--- src/rtl/transmissor_voltas_uart_pkg.sv ---
// Shared constants, FSM encoding and helpers for the lap-time UART dumper.
package transmissor_voltas_uart_pkg;

  localparam logic [7:0] ZERO  = 8'h30;
  localparam logic [7:0] COLON = 8'h3A;
  localparam logic [7:0] DOT   = 8'h2E;
  localparam logic [7:0] CR    = 8'h0D;
  localparam logic [7:0] LF    = 8'h0A;
  localparam logic [7:0] QMARK = 8'h3F;

  typedef enum logic [2:0] {
    S_IDLE,
    S_FETCH,
    S_LATCH,
    S_SEND,
    S_FINISH
  } state_e;

  // Bit period in cycles, rounded to nearest.
  function automatic int calc_div(input int clk_freq, input int baud);
    return (clk_freq + baud / 2) / baud;
  endfunction

  // BCD nibble to printable digit; non-decimal nibbles print as '?'.
  function automatic logic [7:0] bcd_to_ascii(input logic [3:0] nib);
    return (nib <= 4'd9) ? (ZERO + {4'd0, nib}) : QMARK;
  endfunction

endpackage

--- src/rtl/uart_tx_byte.sv ---
// 8N1 byte serializer. ready rises on the last stop-bit cycle so a new
// byte can be accepted with no idle gap between frames.
module uart_tx_byte #(
  parameter int DIV = 434
) (
  input  logic       clk_i,
  input  logic       rst_ni,
  input  logic [7:0] data_i,
  input  logic       valid_i,
  output logic       ready_o,
  output logic       tx_o
);

  localparam int CW = (DIV > 1) ? $clog2(DIV) : 1;

  logic          active_q, active_d;
  logic [CW-1:0] baud_q, baud_d;
  logic [3:0]    bit_q, bit_d;     // 0 = start, 1..8 = data, 9 = stop
  logic [7:0]    sh_q, sh_d;
  logic          tx_q, tx_d;
  logic          bit_end;

  assign bit_end = (baud_q == CW'(DIV - 1));
  assign ready_o = !active_q || (bit_end && bit_q == 4'd9);
  assign tx_o    = tx_q;

  // Baud/bit counting; the line register is updated at each bit boundary.
  always_comb begin
    active_d = active_q;
    baud_d   = baud_q;
    bit_d    = bit_q;
    sh_d     = sh_q;
    tx_d     = tx_q;
    if (valid_i && ready_o) begin
      active_d = 1'b1;
      baud_d   = '0;
      bit_d    = 4'd0;
      sh_d     = data_i;
      tx_d     = 1'b0;
    end else if (active_q) begin
      if (bit_end) begin
        baud_d = '0;
        if (bit_q == 4'd9) begin
          active_d = 1'b0;
          tx_d     = 1'b1;
        end else begin
          bit_d = bit_q + 4'd1;
          if (bit_q == 4'd8) begin
            tx_d = 1'b1;
          end else begin
            tx_d = sh_q[0];
            sh_d = {1'b0, sh_q[7:1]};
          end
        end
      end else begin
        baud_d = baud_q + 1'b1;
      end
    end
  end

  // State registers; line idles high out of reset.
  always_ff @(posedge clk_i or negedge rst_ni) begin
    if (!rst_ni) begin
      active_q <= 1'b0;
      baud_q   <= '0;
      bit_q    <= 4'd0;
      sh_q     <= 8'd0;
      tx_q     <= 1'b1;
    end else begin
      active_q <= active_d;
      baud_q   <= baud_d;
      bit_q    <= bit_d;
      sh_q     <= sh_d;
      tx_q     <= tx_d;
    end
  end

endmodule

--- src/rtl/transmissor_voltas_uart.sv ---
// Walks the lap memory and prints each entry as "k:SS.CC\r\n" over UART.
module transmissor_voltas_uart
  import transmissor_voltas_uart_pkg::*;
#(
  parameter int CLK_FREQ    = 50_000_000,
  parameter int BAUD        = 115200,
  parameter int NUM_ENTRIES = 4,
  parameter int ADDR_W      = 2
) (
  input  logic              CLOCK_50,
  input  logic              KEY_RESET,
  input  logic              start,
  output logic [ADDR_W-1:0] mem_addr,
  input  logic [15:0]       mem_data,
  output logic              tx,
  output logic              busy,
  output logic              done
);

  localparam int DIV = calc_div(CLK_FREQ, BAUD);

  state_e            st_q, st_d;
  logic [ADDR_W-1:0] k_q, k_d;      // entry being printed
  logic [3:0]        idx_q, idx_d;  // character currently on the line
  logic [15:0]       hold_q, hold_d;
  logic              u_ready, u_valid;
  logic [7:0]        u_data;
  logic [3:0]        sel;
  logic              last_k;

  assign last_k   = (k_q == ADDR_W'(NUM_ENTRIES - 1));
  assign mem_addr = k_q;

  // State, entry counter, char index and snapshot registers.
  always_ff @(posedge CLOCK_50 or negedge KEY_RESET) begin
    if (!KEY_RESET) begin
      st_q   <= S_IDLE;
      k_q    <= '0;
      idx_q  <= 4'd0;
      hold_q <= 16'd0;
    end else begin
      st_q   <= st_d;
      k_q    <= k_d;
      idx_q  <= idx_d;
      hold_q <= hold_d;
    end
  end

  // Next state: advance one character per accepted byte, one entry per line.
  always_comb begin
    st_d   = st_q;
    k_d    = k_q;
    idx_d  = idx_q;
    hold_d = hold_q;
    case (st_q)
      S_IDLE: if (start) begin
        st_d = S_FETCH;
        k_d  = '0;
      end
      S_FETCH: st_d = S_LATCH;
      S_LATCH: begin
        hold_d = mem_data;
        idx_d  = 4'd0;
        st_d   = S_SEND;
      end
      S_SEND: if (u_ready) begin
        if (idx_q < 4'd8) begin
          idx_d = idx_q + 4'd1;
        end else if (!last_k) begin
          k_d  = k_q + 1'b1;
          st_d = S_FETCH;
        end else begin
          st_d = S_FINISH;
        end
      end
      S_FINISH: st_d = S_IDLE;
      default:  st_d = S_IDLE;
    endcase
  end

  // Outputs and character mux; the index digit needs no memory data, so the
  // first byte can launch from LATCH while the word is being captured.
  always_comb begin
    busy    = (st_q == S_FETCH) || (st_q == S_LATCH) || (st_q == S_SEND);
    done    = (st_q == S_FINISH);
    u_valid = (st_q == S_LATCH) || (st_q == S_SEND && u_ready && idx_q < 4'd8);
    sel     = (st_q == S_LATCH) ? 4'd0 : idx_q + 4'd1;
    case (sel)
      4'd0:    u_data = ZERO + 8'(k_q);
      4'd1:    u_data = COLON;
      4'd2:    u_data = bcd_to_ascii(hold_q[15:12]);
      4'd3:    u_data = bcd_to_ascii(hold_q[11:8]);
      4'd4:    u_data = DOT;
      4'd5:    u_data = bcd_to_ascii(hold_q[7:4]);
      4'd6:    u_data = bcd_to_ascii(hold_q[3:0]);
      4'd7:    u_data = CR;
      default: u_data = LF;
    endcase
  end

  uart_tx_byte #(.DIV(DIV)) u_tx (
    .clk_i   (CLOCK_50),
    .rst_ni  (KEY_RESET),
    .data_i  (u_data),
    .valid_i (u_valid),
    .ready_o (u_ready),
    .tx_o    (tx)
  );

endmodule
--- config.mk ---
export PLATFORM = sky130hd
export DESIGN_NAME = transmissor_voltas_uart
export DESIGN_NICKNAME = d
export VERILOG_FILES = /design/src/rtl/transmissor_voltas_uart_pkg.sv /design/src/rtl/uart_tx_byte.sv /design/src/rtl/transmissor_voltas_uart.sv
export SDC_FILE = /design/constraint.sdc
export NUM_CORES = 1
export LEC_CHECK = 0
export ABC_AREA = 1
export CAP_MARGIN = 10
export CORE_UTILIZATION = 55
export DETAILED_ROUTE_END_ITERATION = 10
export PLACE_DENSITY = 0.88
export RECOVER_POWER = 50
export SLEW_MARGIN = 20
export SYNTH_ARGS = -nofsm -noshare
export SYNTH_HDL_FRONTEND = slang
export SYNTH_SLANG_ARGS = --single-unit
--- constraint.sdc ---
create_clock -name CLOCK_50 -period 2.4 [get_ports CLOCK_50]
set_input_delay 0.48 -clock CLOCK_50 [delete_from_list [all_inputs] [get_ports CLOCK_50]]
set_output_delay 0.48 -clock CLOCK_50 [all_outputs]
set_load 0.01 [all_outputs]
==> results.txt, run 1 <==
Slew HR - 26.8%
sequential share of power - 49.0%
met1 Track Usage GR - 27.3%
number of port buffers - 23
clk buf depth - 2
post-DR vias/cell - 5.14
Resize count post-CTS - 0
Die X - 72.0 um
P_leak - 1.51 nW
Fmax - 483 MHz
vias in the first global route - 2219
Switch Pwr - 0.000802 W
clk_lat worst skew - 300 ps
post-DP HPWL - 3980 um
Max-Cap Viols - 0
Critical Path Start Type - flop
final setup fails - 0
TritonCTS Buffers - 5
num rows - 25
initial drt markers - 103
worst hold path class - in2async
Syn. warnings - 0
met2 Usage GRT - 40.0%
CTS Sinks - 46
Die Y - 72.0 um
largest net degree at the start of global routing - 47
Post-CTS Setup Inserts - 0
setup_tns - 0 ps
Yosys top cell by area - dfrtp_1
setup ws final - 331 ps
ANT nets after route - 0
first-pass GRT wire length - 9300 um
clk root buf - clkbuf_8
status - finished clean
routability cong. - 0.851
synth unique cells - 35
Avg Inst Size Synth - 7.65 um2
DRT Pass-1 Iters - 4
clock-pin slew on the worst setup and hold paths - 80 ps
initial antenna violation count - 0
Synth Instances - 352
Core ar. - 4720 um2
Cell Area, Synth - 2690 um2
CTS tree - yes
syn_nets - 378
largest cells by area after synthesis - dfrtp_1 42%, nand2_1 14%, o21ai_0 6.7%, inv_1 6.7%, nand3_1 3.5%
Seq cells post-synth - 46
clock power share - 21.4%
post-synthesis sequential area ratio - 42.8%
Tcrit/Tclk final - 86.2%
WP data required - 1920 ps
Async S/R FF share, synth - 100%
Fin. Hold Viols - 0
diode count - 0
CTS Hold Bufs - 0
wire per inst - 11.6 um
CP Data Arrival Time - 1590 ps
DRT Wirelength - 5210 um
cell with the most instances after synthesis - nand2_1
die area - 5180 um2
Nets - 406
Worst Tran Pin Value - 1100 ps
final core occ - 65.3%
global routing met3 resource utilization - 4.72%
global route hottest layer - met2
top post-synthesis cells by count - 102 x nand2_1, 48 x inv_1, 45 x dfrtp_1
Pwr per Cell Area - 732 nW/um2
io pins - 24
global route overflow - 0
Max VDD drop - 0.000505 V
Pint - 0.00146 W
Net Sw Frac - 35.5%
unrepaired setup endpoints after global routing - false
Slew Limit Fails - 0
detailed-route via count - 2301
skew final - 4.26 ps
dpl ws - 529 ps
Area Growth Syn to Fin - 14.6%
Post-synth EDFFs - 0
crit path time final - 2070 ps
GR Util All Layers - 22.7%
top_reg_cell synth - dfrtp_1
Initial Util - 57.0%
Comb pwr share - 29.6%
share of the synthesized area in the top cell type - 41.8%
Worst Path Max Fanout - 4
drt drc - 0
Critical Path Sink Type - output port
htree depth - 2
ratio of cells with drive above 1 in the final layout - 10.8%
CP Class - reg2out
layout make-up:
cell class | instances | area, um2
Sequential cell | 46 | 1150
Tap cell | 67 | 83.8
Fill cell | 387 | 1640
Clock inverter | 1 | 5.00
Clock buffer | 7 | 86.3
Multi-Input combinational cell | 249 | 1320
Timing Repair Buffer | 24 | 230
Inverter | 54 | 208
cells in the final DEF (no fill, tap or decap), types with 2 or more instances in the layout:
cell type | netlist | layout
a21oi_1 | 12 | 12
clkbuf_8 | 0 | 6
clkdlybuf4s50_1 | 0 | 22
dfrtp_1 | 45 | 45
ha_1 | 7 | 7
inv_1 | 48 | 48
inv_2 | 4 | 4
inv_4 | 2 | 2
nand2_1 | 102 | 102
nand2_2 | 4 | 4
nand2_4 | 6 | 6
nand3_1 | 19 | 19
nand3_4 | 3 | 3
nand4_1 | 8 | 8
nor2_1 | 24 | 24
nor2_2 | 5 | 5
nor2_4 | 2 | 2
nor3_1 | 3 | 3
o211ai_1 | 2 | 2
o21ai_0 | 36 | 36
o21ai_1 | 2 | 2
path summary, 6_finish.rpt:
| check | cells past startpoint | slack, ps | startpoint | end |
|---|---|---|---|---|
| max in group asynchronous | 2 | 1260 | KEY_RESET | st_q[0] |
| setup reg to reg | 13 | 480 | u_tx.bit_q[1] | u_tx.sh_q[1] |
| hold reg to reg | 2 | 490 | u_tx.tx_o | u_tx.tx_o |
| min in group CLOCK_50 | 2 | 490 | u_tx.tx_o | u_tx.tx_o |
| hold / removal | 2 | 450 | KEY_RESET | u_tx.baud_q[5] |
| setup / recovery | 4 | 330 | st_q[1] | done |
registers in the layout, indices dropped and copies added (netlist names):
| signal | cells |
|---|---|
| idx_q | 4 |
| u_tx.sh_q | 6 |
| u_tx.bit_q | 4 |
| u_tx.active_q | 1 |
| u_tx.baud_q | 9 |
| mem_addr | 2 |
| u_tx.tx_o | 1 |
| hold_q | 16 |
| st_q | 3 |
worst max-delay path, cell delays in order, from the launching register on:
cell	delay [ps]
dfrtp_1	440
nor2_1	180
inv_1	70
nor2_1	80
clkdlybuf4s50_1	530
per-stage QoR:
step | power (W) | instances | hold slack, ps | instance area, um2
2_1_floorplan | 0.00158 | 352 | 184 | 2690
3_3_place_gp | 0.00175 | 440 | 457 | 3000
3_5_place_dp | 0.00179 | 440 | 464 | 3000
4_1_cts | 0.00227 | 448 | 277 | 3090
5_1_grt | 0.00244 | 448 | 507 | 3090
6_report | 0.00226 | 448 | 454 | 3090
kinds of logic (layout without fill, tap and decap cells):
kind of cell	count (synthesis)	in the layout	share of synthesized area (%)
DFF	46	46	42.8
and+or+nand+nor	183	183	34.0
AOI/OAI and AO/OA	58	58	11.5
buffers and inverters	57	86	8.14
xor gates and xnor gates	1	1	0.325
adders and majority gates	7	7	3.25
power groups by stage:
stage          Combinational (W)  Clock, W  Sequential, W
2_1_floorplan           0.000490         0        0.00109
3_3_place_gp            0.000637         0        0.00111
3_5_place_dp            0.000666         0        0.00112
4_1_cts                 0.000670  0.000496        0.00111
5_1_grt                 0.000776  0.000528        0.00113
6_report                0.000667  0.000484        0.00111
routing by layer:
layer / vias to the layer above / wire length (um) / part of all wire, %
li1: 1181 / - / -
met2: 50 / 2630 / 51
met5: - / 0 / 0
met3: 13 / 155 / 3.0
met1: 1057 / 2300 / 44
met4: 0 / 125 / 2.4
No activity file was read; power rests on OpenSTA's default activity.
==> run 2, diff against run 1 <==
GPL_ROUTABILITY_DRIVEN = 0   (was unset)
==> results of run 2 <==
Same layout as run 1: the final DEF is identical, and so are final timing and power.
==> run 3, diff against run 2 <==
CORE_UTILIZATION = 57   (was 55)
CTS_CLUSTER_SIZE = 28   (was unset)
GPL_ROUTABILITY_DRIVEN = unset   (was 0)
PLACE_DENSITY = 0.9   (was 0.88)
==> results.txt, run 3 (synthesis results as in run 1) <==
detailed-route via count - 2338 (+1.6%)
ratio of cells with drive above 1 in the final layout - 9.69% (-1.1 points)
vias in the first global route - 2325 (+4.8%)
Tcrit/Tclk final - 87.2% (+0.95 points)
Pwr per Cell Area - 764 nW/um2 (+4.4%)
GR Util All Layers - 24.5% (+1.8 points)
ANT nets after route - 0 (unchanged)
Initial Util - 60.6% (+3.6 points)
TritonCTS Buffers - 5 (unchanged)
num rows - 24 (-4.0%)
R2R setup slack - 410 ps (-70 ps)
largest net degree at the start of global routing - 31 (-34%)
WP data required - 1920 ps (about the same)
die area - 5000 um2 (-3.4%)
CP most frequent cell - nor2_1
Die Y - 70.7 um (-1.7%)
Die X - 70.7 um (-1.7%)
register area - 1150 um2 (unchanged)
commonest non-fill, non-tap cells in the layout - 102 x nand2_1, 48 x inv_1, 45 x dfrtp_1, 37 x o21ai_0, 24 x nor2_1
initial drt markers - 136 (+32%)
htree depth - 2 (unchanged)
Fmax - 478 MHz (-1.1%)
initial antenna violation count - 0 (unchanged)
Post-CTS Setup Inserts - 0 (unchanged)
global routing met3 resource utilization - 4.70% (-0.021 points)
crit-path cells - nor2_1, inv_1, nor2_1, clkdlybuf4s50_1
slowest CP cell - clkdlybuf4s50_1
Max-Cap Viols - 0 (unchanged)
crit path time final - 2090 ps (+22.8 ps)
CTS Hold Bufs - 0 (unchanged)
Max VDD drop - 0.000523 V (+3.5%)
R2R Path Start - idx_q[3]
io pins - 24 (unchanged)
final setup fails - 0 (unchanged)
clk_lat worst skew - 300 ps (about the same)
number of port buffers - 23 (unchanged)
met2 Usage GRT - 43.9% (+3.9 points)
Critical Path Sink Type - output port
unrepaired setup endpoints after global routing - false
r2r worst-path depth - 7 (-6)
first-pass GRT wire length - 9740 um (+4.7%)
setup_tns - 0 ps (unchanged)
routability cong. - 0.937
commonest non-fill, non-tap cell in the layout - nand2_1
DRT Pass-1 Iters - 5 (+1)
global route overflow - 0 (unchanged)
Top reg by flops - hold_q
crit-path max cell delay - 530 ps (about the same)
global route hottest layer - met2
Worst Path Max Fanout - 4 (unchanged)
CP Data Arrival Time - 1610 ps (+20 ps)
clk buf depth - 2 (unchanged)
Nets - 407 (+0.25%)
CTS tree - yes
Core ar. - 4440 um2 (-5.9%)
clk root buf - clkbuf_8
worst hold path class - in2async
status - finished clean
Resize count post-CTS - 0 (unchanged)
top flop regs - hold_q x16, u_tx.baud_q x9, u_tx.sh_q x6
multi-input logic area - 1320 um2 (-0.28%)
CP Class - reg2out
Fin. Hold Viols - 0 (unchanged)
diode count - 0 (unchanged)
P_leak - 1.51 nW (-0.17%)
met1 Track Usage GR - 28.5% (+1.2 points)
Critical Path Start Type - flop
CTS Sinks - 46 (unchanged)
Slew HR - 43.4% (+17 points)
Filler Cell Count - 352 (-9.0%)
skew final - 5.21 ps (+0.955 ps)
DRT Wirelength - 5590 um (+7.4%)
number of flip-flops under the largest register name - 16 (unchanged)
post-DR vias/cell - 5.39 (+4.9%)
Worst Tran Pin Value - 849 ps (-249 ps)
hold slack - 254 ps (-200 ps)
drt drc - 0 (unchanged)
Area Growth Syn to Fin - 14.4%
wire per inst - 12.9 um (+11%)
post-DP HPWL - 4300 um (+8.2%)
clock-pin slew on the worst setup and hold paths - 80 ps (about the same)
Slew Limit Fails - 0 (unchanged)
R2R Path End - u_tx.sh_q[2]
-- run 3: stage by stage --
stage	power (W)	utilization, %	cells	worst slack, ps	cell area (um2)
floorplan	0.00158	-	352	758	2690
global placement	0.00175	67.2	426	622	2990
detailed placement	0.00179	67.2	426	543	2990
CTS	0.00236	69.6	434	308	3090
global route	0.00250	69.3	434	225	3080
finish	0.00235	69.3	434	308	3080
-- run 3: routing by layer --
metal / routed length [um] / vias up
met3: 226 / 18
met4: 118 / 0
met1: 2370 / 1072
met2: 2870 / 68
met5: 0 / -
li1: - / 1180
-- run 3: worst max path at each step --
| stage | start | endpoint | cells past startpoint |
|---|---|---|---|
| floorplan | idx_q[0] | u_tx.sh_q[1] | 13 |
| global route | st_q[1] | done | 4 |
| global placement | idx_q[0] | u_tx.sh_q[4] | 9 |
| detailed placement | u_tx.bit_q[1] | mem_addr[0] | 13 |
| CTS | st_q[1] | done | 4 |
| finish | st_q[1] | done | 4 |
-- run 3: final cells by class --
class / count / share of cell area, %
flip-flops and latches: 46 / 37.4
well taps: 52 / 2.11
inverters: 54 / 6.75
multi-input cells: 249 / 42.7
clock inverters: 1 / 0.975
clock buffers: 7 / 2.48
repair buffers: 25 / 7.52
-- run 3: worst max-delay path: cells and delay by family (launching register included) --
kind | cells | cell delay [ps]
flip-flops | 1 | 440
buffers and inverters | 2 | 610
AND/OR/NAND/NOR | 2 | 260
-- run 3: report_power, final --
group / total [W] / leakage [nW] / switching (W) / internal [W]
Combinational: 0.000677 / 0.909 / 0.000417 / 0.000260
Clock: 0.000566 / 0.0524 / 0.000255 / 0.000312
Sequential: 0.00111 / 0.548 / 0.000146 / 0.000964
Total: 0.00235 / 1.51 / 0.000818 / 0.00154
==> RTL change (flow settings as in run 2) <==
Encoding of `state_e`: now one-hot (5 bits for 5 states).
--- a/src/rtl/transmissor_voltas_uart_pkg.sv
+++ b/src/rtl/transmissor_voltas_uart_pkg.sv
@@ -10,8 +10,8 @@
 
-  typedef enum logic [2:0] {
-    S_IDLE,
-    S_FETCH,
-    S_LATCH,
-    S_SEND,
-    S_FINISH
+  typedef enum logic [4:0] {
+    S_IDLE   = 5'b00001,
+    S_FETCH  = 5'b00010,
+    S_LATCH  = 5'b00100,
+    S_SEND   = 5'b01000,
+    S_FINISH = 5'b10000
   } state_e;
Check against the original RTL: same outputs for any inputs over 10 cycles, from zero or initial values and one cycle with KEY_RESET low; not proved beyond that.
==> RTL change against run 2 <==
First-iteration DRC count down 5.8%; power up 29%; setup slack worse by 200 ps; combinational power up 51%; sequential cell count up 2; via count down 0.52%; area after synthesis up 0.51%; die area up 0.50%; register-to-register slack worse by 80 ps; clock power up 18%; routed wire length down 2.7%; final area up 1.4%; highest routed layer unchanged.
==> RTL change: results (changes against run 2) <==
post-CTS setup buffers: 0 (unchanged)
clk cell area share: 3.44% (+0.48 points)
r2r setup slk: 400 ps (-80 ps)
largest cells by area after synthesis: dfrtp_1 43%, nand2_1 13%, inv_1 6.9%
Layout Nets: 402 (-0.99%)
Multi-input gate area: 0.00130 mm² (-1.8%)
tap cells: 67 (unchanged)
placed instance area: 0.00302 mm² (+0.71%)
vias in the first global route: 2172 (-2.1%)
leak pwr: 1.58 nW (+4.8%)
Post-synth top cells: 92 x nand2_1, 50 x inv_1, 46 x dfrtp_1
# fillers: 395 (+2.1%)
CLK BUF: 6 (-1)
Buffers, non-clock: 25 (+4.2%)
Worst Skew: 9.75 ps (+5.50 ps)
reg2reg end: u_tx.sh_q[0]
detailed-route vias per instance: 5.16 (+0.37%)
seq_cells: 48 (+4.3%)
Worst path slowest cell: clkdlybuf4s50_1
dpl ws: 457 ps (-71.5 ps)
Port Buffers: 23 (unchanged)
EDFF count, synth: 0 (unchanged)
RR Startpoint: idx_q[0]
Synth Instances: 347 (-1.4%)
largest net degree at the start of global routing: 49 (+4.3%)
antenna violations before repair: 0 (unchanged)
outcome: completed
Iter 0 DRT Violations: 97 (-5.8%)
Slew HR: 22.8% (-4.0 points)
VDD IR max: 0.000481 V (-4.7%)
hold_ws: 481 ps (+27.3 ps)
wire per inst: 11.4 µm (-1.8%)
register area share after synthesis: 44.5% (+1.7 points)
Num CTS Buffers: 5 (unchanged)
cell count of the worst reg-to-reg path: 10 (-3)
Worst Path Arrival: 1790 ps (+200 ps)
layout cells sized above 1: 11.7% (+0.91 points)
multi-input combinational area share: 41.4% (-1.3 points)
comb_multi_in: 243 (-2.4%)
Routed WL: 5.07 mm (-2.7%)
first-pass GRT wire length: 8.96 mm (-3.7%)
post-DP HPWL: 3.73 mm (-6.3%)
1st-pass router iterations: 5 (+1)
Syn Nets: 373 (-1.3%)
Largest stage delay, worst path: 530 ps (about the same)
Non-clock buffer share: 7.60% (+0.14 points)
fraction of area in registers: 38.5% (+1.1 points)
Tot GR Track Use: 22.0% (-0.70 points)
RTL change: logic make-up (layout without fill, tap and decap cells):
family,count (synthesis),in the layout,synth area share (%)
flops,48,48,44.5
simple gates,176,176,31.5
buf+inv,56,86,7.77
xor+xnor,4,4,1.57
fa+ha+maj,7,7,3.24
compound gates,56,56,11.4
RTL change: how the worst max path moves through the flow:
stage | slack, ps | to
final | 130 | busy
after global routing | 9 | busy
after CTS | 110 | busy
after detailed placement | 460 | busy
after global placement | 490 | busy
after floorplan | 760 | u_tx.sh_q[0]
RTL change: power breakdown:
part           total [mW]  internal (mW)  switching (mW)
sequential           1.33           1.13           0.200
clock               0.571          0.309           0.262
combinational        1.01          0.388           0.624
total                2.91           1.83            1.09
RTL change: metal layers:
metal	share of wire, %	global-route usage (%)	vias to the layer above	wire [µm]
li1	-	-	1168	-
met1	45	27.5	1047	2270
met2	48	37.2	58	2450
met3	4.0	4.58	16	201
met4	2.9	9.15	0	146
met5	0	0	-	0
